==> src/rtl/fsm_proc_pkg.sv <==
// Shared types and constants for the processor phase sequencer.
// Also holds the helper that sizes the phase index.
package fsm_proc_pkg;

    typedef enum logic [1:0] {
        IDLE   = 2'd0,
        RUN    = 2'd1,
        HALTED = 2'd2
    } top_state_t;

    // Phase names of the original fixed 4-phase controller
    localparam int FETCH  = 0;
    localparam int DECODE = 1;
    localparam int EXEC   = 2;
    localparam int WRITE  = 3;

    function automatic int phase_width(input int n);
        return (n <= 2) ? 1 : $clog2(n);
    endfunction

endpackage

==> src/rtl/phase_sequencer_if.sv <==
// Control/status bundle between the instruction decoder, the phase sequencer
// and the datapath.
interface phase_sequencer_if
    import fsm_proc_pkg::*;
#(
    parameter int NUM_PHASES = 4,
    parameter int CNT_W      = 16
) ();
    localparam int PHASE_W = phase_width(NUM_PHASES);

    logic                  run;
    logic                  halt;
    logic                  stall;
    logic                  jump_req;
    logic [PHASE_W-1:0]    jump_phase;
    logic [NUM_PHASES-1:0] phase_onehot;
    logic [PHASE_W-1:0]    phase_idx;
    logic                  busy;
    logic                  cycle_done;
    logic [CNT_W-1:0]      cycle_count;
    logic                  jump_err;

    modport master (
        output run, halt, stall, jump_req, jump_phase,
        input  phase_onehot, phase_idx, busy, cycle_done, cycle_count, jump_err
    );

    modport slave (
        input  run, halt, stall, jump_req, jump_phase,
        output phase_onehot, phase_idx, busy, cycle_done, cycle_count, jump_err
    );
endinterface

==> src/rtl/phase_decoder.sv <==
// Binary phase index to one-hot enable vector, gated by an enable.
// The datapath also reuses this for its mux selects.
module phase_decoder #(
    parameter int NUM_PHASES = 4,
    parameter int PHASE_W    = 2
) (
    input  logic [PHASE_W-1:0]    idx,
    input  logic                  en,
    output logic [NUM_PHASES-1:0] onehot
);
    always_comb begin
        onehot = '0;
        for (int i = 0; i < NUM_PHASES; i++) begin
            onehot[i] = en && (idx == PHASE_W'(i));
        end
    end
endmodule

==> src/rtl/phase_sequencer.sv <==
// Steps the processor through NUM_PHASES execution phases with run/halt,
// stall, runtime jump, completed-cycle pulse and cycle counter.
module phase_sequencer
    import fsm_proc_pkg::*;
#(
    parameter int NUM_PHASES = 4,
    parameter int CNT_W      = 16,
    parameter bit AUTO_START = 1'b1
) (
    input  logic clk,
    input  logic rst,
    phase_sequencer_if.slave sif
);
    localparam int PHASE_W = phase_width(NUM_PHASES);
    localparam top_state_t RESET_STATE = AUTO_START ? RUN : IDLE;
    localparam logic [PHASE_W-1:0] LAST_PHASE = PHASE_W'(NUM_PHASES - 1);

    top_state_t         state_q, state_d;
    logic [PHASE_W-1:0] phase_q, phase_d;
    logic               halt_pend_q, halt_pend_d;
    logic               cycle_done_q, cycle_done_d;
    logic [CNT_W-1:0]   cycle_count_q, cycle_count_d;
    logic               jump_err_q, jump_err_d;

    logic [PHASE_W-1:0] next_phase;
    logic               jump_ok;
    logic               in_run;

    always_ff @(posedge clk or posedge rst) begin
        if (rst) begin
            state_q       <= RESET_STATE;
            phase_q       <= '0;
            halt_pend_q   <= 1'b0;
            cycle_done_q  <= 1'b0;
            cycle_count_q <= '0;
            jump_err_q    <= 1'b0;
        end else begin
            state_q       <= state_d;
            phase_q       <= phase_d;
            halt_pend_q   <= halt_pend_d;
            cycle_done_q  <= cycle_done_d;
            cycle_count_q <= cycle_count_d;
            jump_err_q    <= jump_err_d;
        end
    end

    // Widened compare so NUM_PHASES itself fits when it is a power of two
    assign jump_ok = ({1'b0, sif.jump_phase} < (PHASE_W + 1)'(NUM_PHASES));

    always_comb begin
        state_d       = state_q;
        phase_d       = phase_q;
        halt_pend_d   = halt_pend_q;
        cycle_done_d  = 1'b0;
        cycle_count_d = cycle_count_q;
        jump_err_d    = jump_err_q;
        next_phase    = phase_q;

        unique case (state_q)
            RUN: begin
                if (sif.halt) begin
                    halt_pend_d = 1'b1;
                end
                if (!sif.stall) begin
                    if (sif.jump_req && jump_ok) begin
                        next_phase = sif.jump_phase;
                    end else begin
                        if (sif.jump_req) begin
                            jump_err_d = 1'b1;
                        end
                        next_phase = (phase_q == LAST_PHASE) ? '0 : phase_q + 1'b1;
                    end
                    phase_d = next_phase;
                    // Instruction-cycle boundary: count it, and honour any halt request
                    if (next_phase == '0) begin
                        cycle_done_d  = 1'b1;
                        cycle_count_d = cycle_count_q + 1'b1;
                        if (halt_pend_q || sif.halt) begin
                            state_d     = HALTED;
                            halt_pend_d = 1'b0;
                        end
                    end
                end
            end
            default: begin
                halt_pend_d = 1'b0;
                phase_d     = '0;
                if (sif.run && !sif.halt) begin
                    state_d = RUN;
                end
            end
        endcase
    end

    assign in_run = (state_q == RUN);

    phase_decoder #(
        .NUM_PHASES (NUM_PHASES),
        .PHASE_W    (PHASE_W)
    ) u_phase_decoder (
        .idx    (phase_q),
        .en     (in_run),
        .onehot (sif.phase_onehot)
    );

    assign sif.phase_idx   = in_run ? phase_q : '0;
    assign sif.busy        = in_run;
    assign sif.cycle_done  = cycle_done_q;
    assign sif.cycle_count = cycle_count_q;
    assign sif.jump_err    = jump_err_q;
endmodule

==> src/flat_wrapper.sv <==
// flat-port wrapper written by rule: the top's interface ports become plain ports
module phase_sequencer_flat import fsm_proc_pkg::*;
#(
    parameter int NUM_PHASES = 4,
    parameter int CNT_W      = 16,
    parameter bit AUTO_START = 1'b1
)
  (clk, rst, sif_run, sif_halt, sif_stall, sif_jump_req, sif_jump_phase, sif_phase_onehot, sif_phase_idx, sif_busy, sif_cycle_done, sif_cycle_count, sif_jump_err);
  phase_sequencer_if #(.NUM_PHASES(NUM_PHASES), .CNT_W(CNT_W)) sif_i ();
  input  logic clk;
  input  logic rst;
  input wire logic [$bits(sif_i.run)-1:0] sif_run;
  input wire logic [$bits(sif_i.halt)-1:0] sif_halt;
  input wire logic [$bits(sif_i.stall)-1:0] sif_stall;
  input wire logic [$bits(sif_i.jump_req)-1:0] sif_jump_req;
  input wire logic [$bits(sif_i.jump_phase)-1:0] sif_jump_phase;
  output wire logic [$bits(sif_i.phase_onehot)-1:0] sif_phase_onehot;
  output wire logic [$bits(sif_i.phase_idx)-1:0] sif_phase_idx;
  output wire logic [$bits(sif_i.busy)-1:0] sif_busy;
  output wire logic [$bits(sif_i.cycle_done)-1:0] sif_cycle_done;
  output wire logic [$bits(sif_i.cycle_count)-1:0] sif_cycle_count;
  output wire logic [$bits(sif_i.jump_err)-1:0] sif_jump_err;
  assign sif_i.run = sif_run;
  assign sif_i.halt = sif_halt;
  assign sif_i.stall = sif_stall;
  assign sif_i.jump_req = sif_jump_req;
  assign sif_i.jump_phase = sif_jump_phase;
  assign sif_phase_onehot = sif_i.phase_onehot;
  assign sif_phase_idx = sif_i.phase_idx;
  assign sif_busy = sif_i.busy;
  assign sif_cycle_done = sif_i.cycle_done;
  assign sif_cycle_count = sif_i.cycle_count;
  assign sif_jump_err = sif_i.jump_err;
  phase_sequencer #(.NUM_PHASES(NUM_PHASES), .CNT_W(CNT_W), .AUTO_START(AUTO_START)) u_core (.clk(clk), .rst(rst), .sif(sif_i));
endmodule
==> config.mk <==
export PLATFORM = sky130hd
export DESIGN_NAME = phase_sequencer_flat
export DESIGN_NICKNAME = d
export VERILOG_FILES = /design/src/rtl/fsm_proc_pkg.sv /design/src/rtl/phase_sequencer_if.sv /design/src/rtl/phase_decoder.sv /design/src/rtl/phase_sequencer.sv /design/src/flat_wrapper.sv
export SDC_FILE = /design/constraint.sdc
export NUM_CORES = 1
export LEC_CHECK = 0
export BUFFER_PORTS_ARGS = -buffer_cell sky130_fd_sc_hd__buf_2
export CAP_MARGIN = 40
export CORE_ASPECT_RATIO = 0.5
export CORE_MARGIN = 4
export CORE_UTILIZATION = 31
export CTS_BUF_LIST = sky130_fd_sc_hd__clkbuf_8 sky130_fd_sc_hd__clkbuf_16
export DETAILED_ROUTE_END_ITERATION = 10
export GPL_TIMING_DRIVEN = 0
export PLACE_DENSITY_LB_ADDON = 0.12
export SLEW_MARGIN = 20
export SYNTH_ARGS = -nofsm -noshare
export SYNTH_HDL_FRONTEND = slang
export SYNTH_SLANG_ARGS = --single-unit
==> constraint.sdc <==
create_clock -name clk -period 2 [get_ports clk]
set_input_delay 0.2 -clock clk [delete_from_list [all_inputs] [get_ports clk]]
set_output_delay 0.2 -clock clk [all_outputs]
set_load 0.05 [all_outputs]
==> impl_results.md <==
* Largest net degree at the start of global routing at 18
* Clock-pin slew on the worst setup and hold paths at 0.08 ns
* Vias post-DR at 872
* Placeable Area at 3530 um^2
* WS Path Type: reg2reg
* Initial core utilization at 33.3%
* Status: finished clean
* Fmax achieved at 549 MHz
* Port buffer count at 30
* Hold WC Path Type: in2reg
* Worst setup EP type: flip-flop
* Final Hold Vio Count at 0
* Tcrit/Tclk final at 91.1%
* Maxcap violations at 0
* Post-synthesis sequential area ratio at 47.0%
* Worst-path fanout max at 5
* CTS Root Cell: clkbuf_8
* Startpoint types: flip-flop
* Cell count of the worst hold path at 3
* Slowest stage delay, CP at 0.42 ns
* Final Power at 2.18 mW
* Ports at 33
* Syn avg cell area at 10.8 um^2
* Unrepaired setup endpoints after global routing: no
* Total Wirelength at 2480 um
* Clock skew at 0.00625 ns
* Arr. time, crit path at 1.98 ns
* Die Width at 95.0 um
* Worst hold slack at 0.242 ns
* Primary FF master, synth: dfrtp_1
* P_leak at 0.738 nW
* Setup violators final at 0
* Number of global-route vias before repair at 897
* Mapped Nets at 122
* Pre-CTS WS at 0.0387 ns
* Hold wc startpoint: sif_halt
* DR pass1 iterations at 4
* Initial DRC count at 37
* Total CTS buffers at 3
* Global-route wire length before repair at 4200 um
* Synth async-reset ratio at 100%
* RR Startpoint: u_core.phase_q[0]
* PD cells at 1440 nW/um^2
* R2r worst-path depth at 6
* PnR worst setup slack at 0.178 ns
* Post-synthesis cell type count at 32
* Critical-path cell list: inv_1 -> ha_1 -> o32ai_4 -> buf_4 -> nand2_4 -> mux2_4
* Post-synth EDFFs at 0
* DR DRC count at 0
* Num Clock Sinks at 22
* Layout area overhead at 28.8%
* Tmin final at 1.82 ns
* Min-Delay Endpoint: u_core.state_q[0]
* Diodes inserted at 0
* Post-Syn Area at 1170 um^2
* GRT Util Overall at 11.0%
* Final Wtd Congestion at 0.719
* Slowest cell on the critical path: dfrtp_1
* Via/cell ratio at 4.40
* Final #Nets at 161
* TNS Setup at 0 ns
* Height of the die at 51.5 um
* Clk_lat worst skew at 0.26 ns
* Yosys reg bits at 22
* Post-route ant nets at 0
* Final HPWL DP at 1850 um
* Slew Limit Fails at 0
* Yosys warning count at 0
* Std cell rows at 15
* CTS tree: done
* Share of layout cells above drive strength 1 at 34.0%
* R2R Path End: u_core.sif.cycle_count[1]
* Clock Tree Buf Depth at 2
* H-Tree Depth at 1
* WP data required at 2.16 ns
* Post_cts resized at 0
* Worst reg2reg setup slack at 0.18 ns
* Max VDD drop at 0.000416 V
* Initial antenna violation count at 0
* Post-Syn Instances at 109
* WL/cell at 12.5 um
* Gr ovfl total at 0
* DIE AREA at 4890 um^2
[metal layers]
layer / wire length [um] / global-route usage, % / share of wire (%)
met5: 0 / 0 / 0
met4: 23 / 2.15 / 0.93
met3: 111 / 2.75 / 4.5
met2: 1030 / 16.2 / 41
met1: 1320 / 16.3 / 53
[worst max-delay path: cells and delay by family (launching register included)]
family                     cells  cell delay [ns]
AOI/OAI and AO/OA              1             0.27
muxes                          1             0.31
buffers and inverters          2             0.30
DFF                            1             0.42
adders and majority gates      1             0.35
and+or+nand+nor                1             0.07
[final cells by class]
class	instances	area (um^2)
tap	51	63.8
multi-input combinational	74	552
timing repair buffer	34	203
fill	372	2020
sequential	22	552
clock inverter	1	30.0
buffer	5	40.0
clock buffer	3	41.3
inverter	8	30.0
[through the flow]
| stage | instances | instance area [um^2] | utilization (%) |
|---|---|---|---|
| finish | 198 | 1510 | 42.8 |
| global route | 198 | 1510 | 42.8 |
| CTS | 196 | 1500 | 42.4 |
| detailed placement | 191 | 1420 | 40.1 |
| global placement | 190 | 1390 | 39.3 |
| floorplan | 109 | 1170 | - |
[cells in the final DEF, fill, tap and decap left out]
cell,instances
a211oi_1,5
and2_1,4
and2b_2,1
and3_1,2
and3_2,1
and4_1,1
buf_16,1
buf_2,31
buf_4,3
buf_6,2
bufinv_16,1
clkbuf_2,1
clkbuf_8,3
conb_1,1
dfrtp_1,21
dfstp_2,1
dlygate4sd3_1,1
ha_1,5
inv_1,8
mux2_4,1
nand2_1,4
nand2_4,1
nand2b_1,1
nand2b_2,1
nand3_1,6
nand3_2,1
nand4_1,6
nand4b_1,1
nand4bb_1,1
nor2_1,7
nor2b_1,1
nor3_1,5
o22a_1,1
o22ai_1,1
o32ai_4,1
xnor2_1,15
[where the power goes]
| part | internal [mW] | switching [mW] | total (mW) |
|---|---|---|---|
| Clock | 0.267 | 0.148 | 0.416 |
| Combinational | 0.337 | 0.786 | 1.12 |
| Sequential | 0.549 | 0.0900 | 0.639 |
[flip-flops by register name, indices dropped and copies added, names as in the netlist]
name                    flops
u_core.halt_pend_q          1
u_core.phase_q              2
u_core.sif.cycle_count     16
u_core.sif.cycle_done       1
u_core.state_q              2
[synthesized netlist by cell type, drive strengths merged (3+ instances only)]
cell type | count | area (um^2)
a211oi | 5 | 37.5
dfrtp | 21 | 526
buf | 4 | 35.0
xnor2 | 15 | 131
nor3 | 5 | 25.0
inv | 8 | 30.0
ha | 5 | 62.6
nor2 | 7 | 26.3
nand3 | 7 | 40.0
and2 | 4 | 25.0
nand4 | 6 | 37.5
nand2 | 5 | 26.3
and3 | 3 | 20.0
[logic make-up (layout without fill, tap and decap cells)]
logic type | Yosys count | after routing | share of synthesized area, %
adders and majority gates | 5 | 5 | 5.33
buffers and inverters | 13 | 51 | 5.97
AOI/OAI and AO/OA | 8 | 8 | 6.82
DFF | 22 | 22 | 47.0
other | 1 | 1 | 0.320
xor gates and xnor gates | 15 | 15 | 11.2
and+or+nand+nor | 44 | 44 | 22.1
muxes | 1 | 1 | 1.28
[repair_timing]
| action | 4_1_cts | 5_1_grt |
|---|---|---|
| hold buffers | 1 | 0 |
| endpoints found under the hold margin | 4 | 0 |
| endpoints found under the setup margin | 0 | 10 |
| buffers inserted | 0 | 2 |
[worst max-delay path by stage]
stage	to	slack [ns]	startpoint	cells after the start
3_5_place_dp	u_core.sif.cycle_count[14]	0.04	u_core.phase_q[0]	6
6_report	u_core.sif.cycle_count[1]	0.18	u_core.phase_q[0]	6
5_1_grt	u_core.sif.cycle_count[1]	0.08	u_core.phase_q[0]	6
4_1_cts	u_core.sif.cycle_count[14]	0.03	u_core.phase_q[0]	6
2_1_floorplan	sif_phase_onehot[0]	0.24	u_core.state_q[0]	4
3_3_place_gp	u_core.sif.cycle_count[14]	0.03	u_core.phase_q[0]	6
Power figures use the tool's default switching activity.
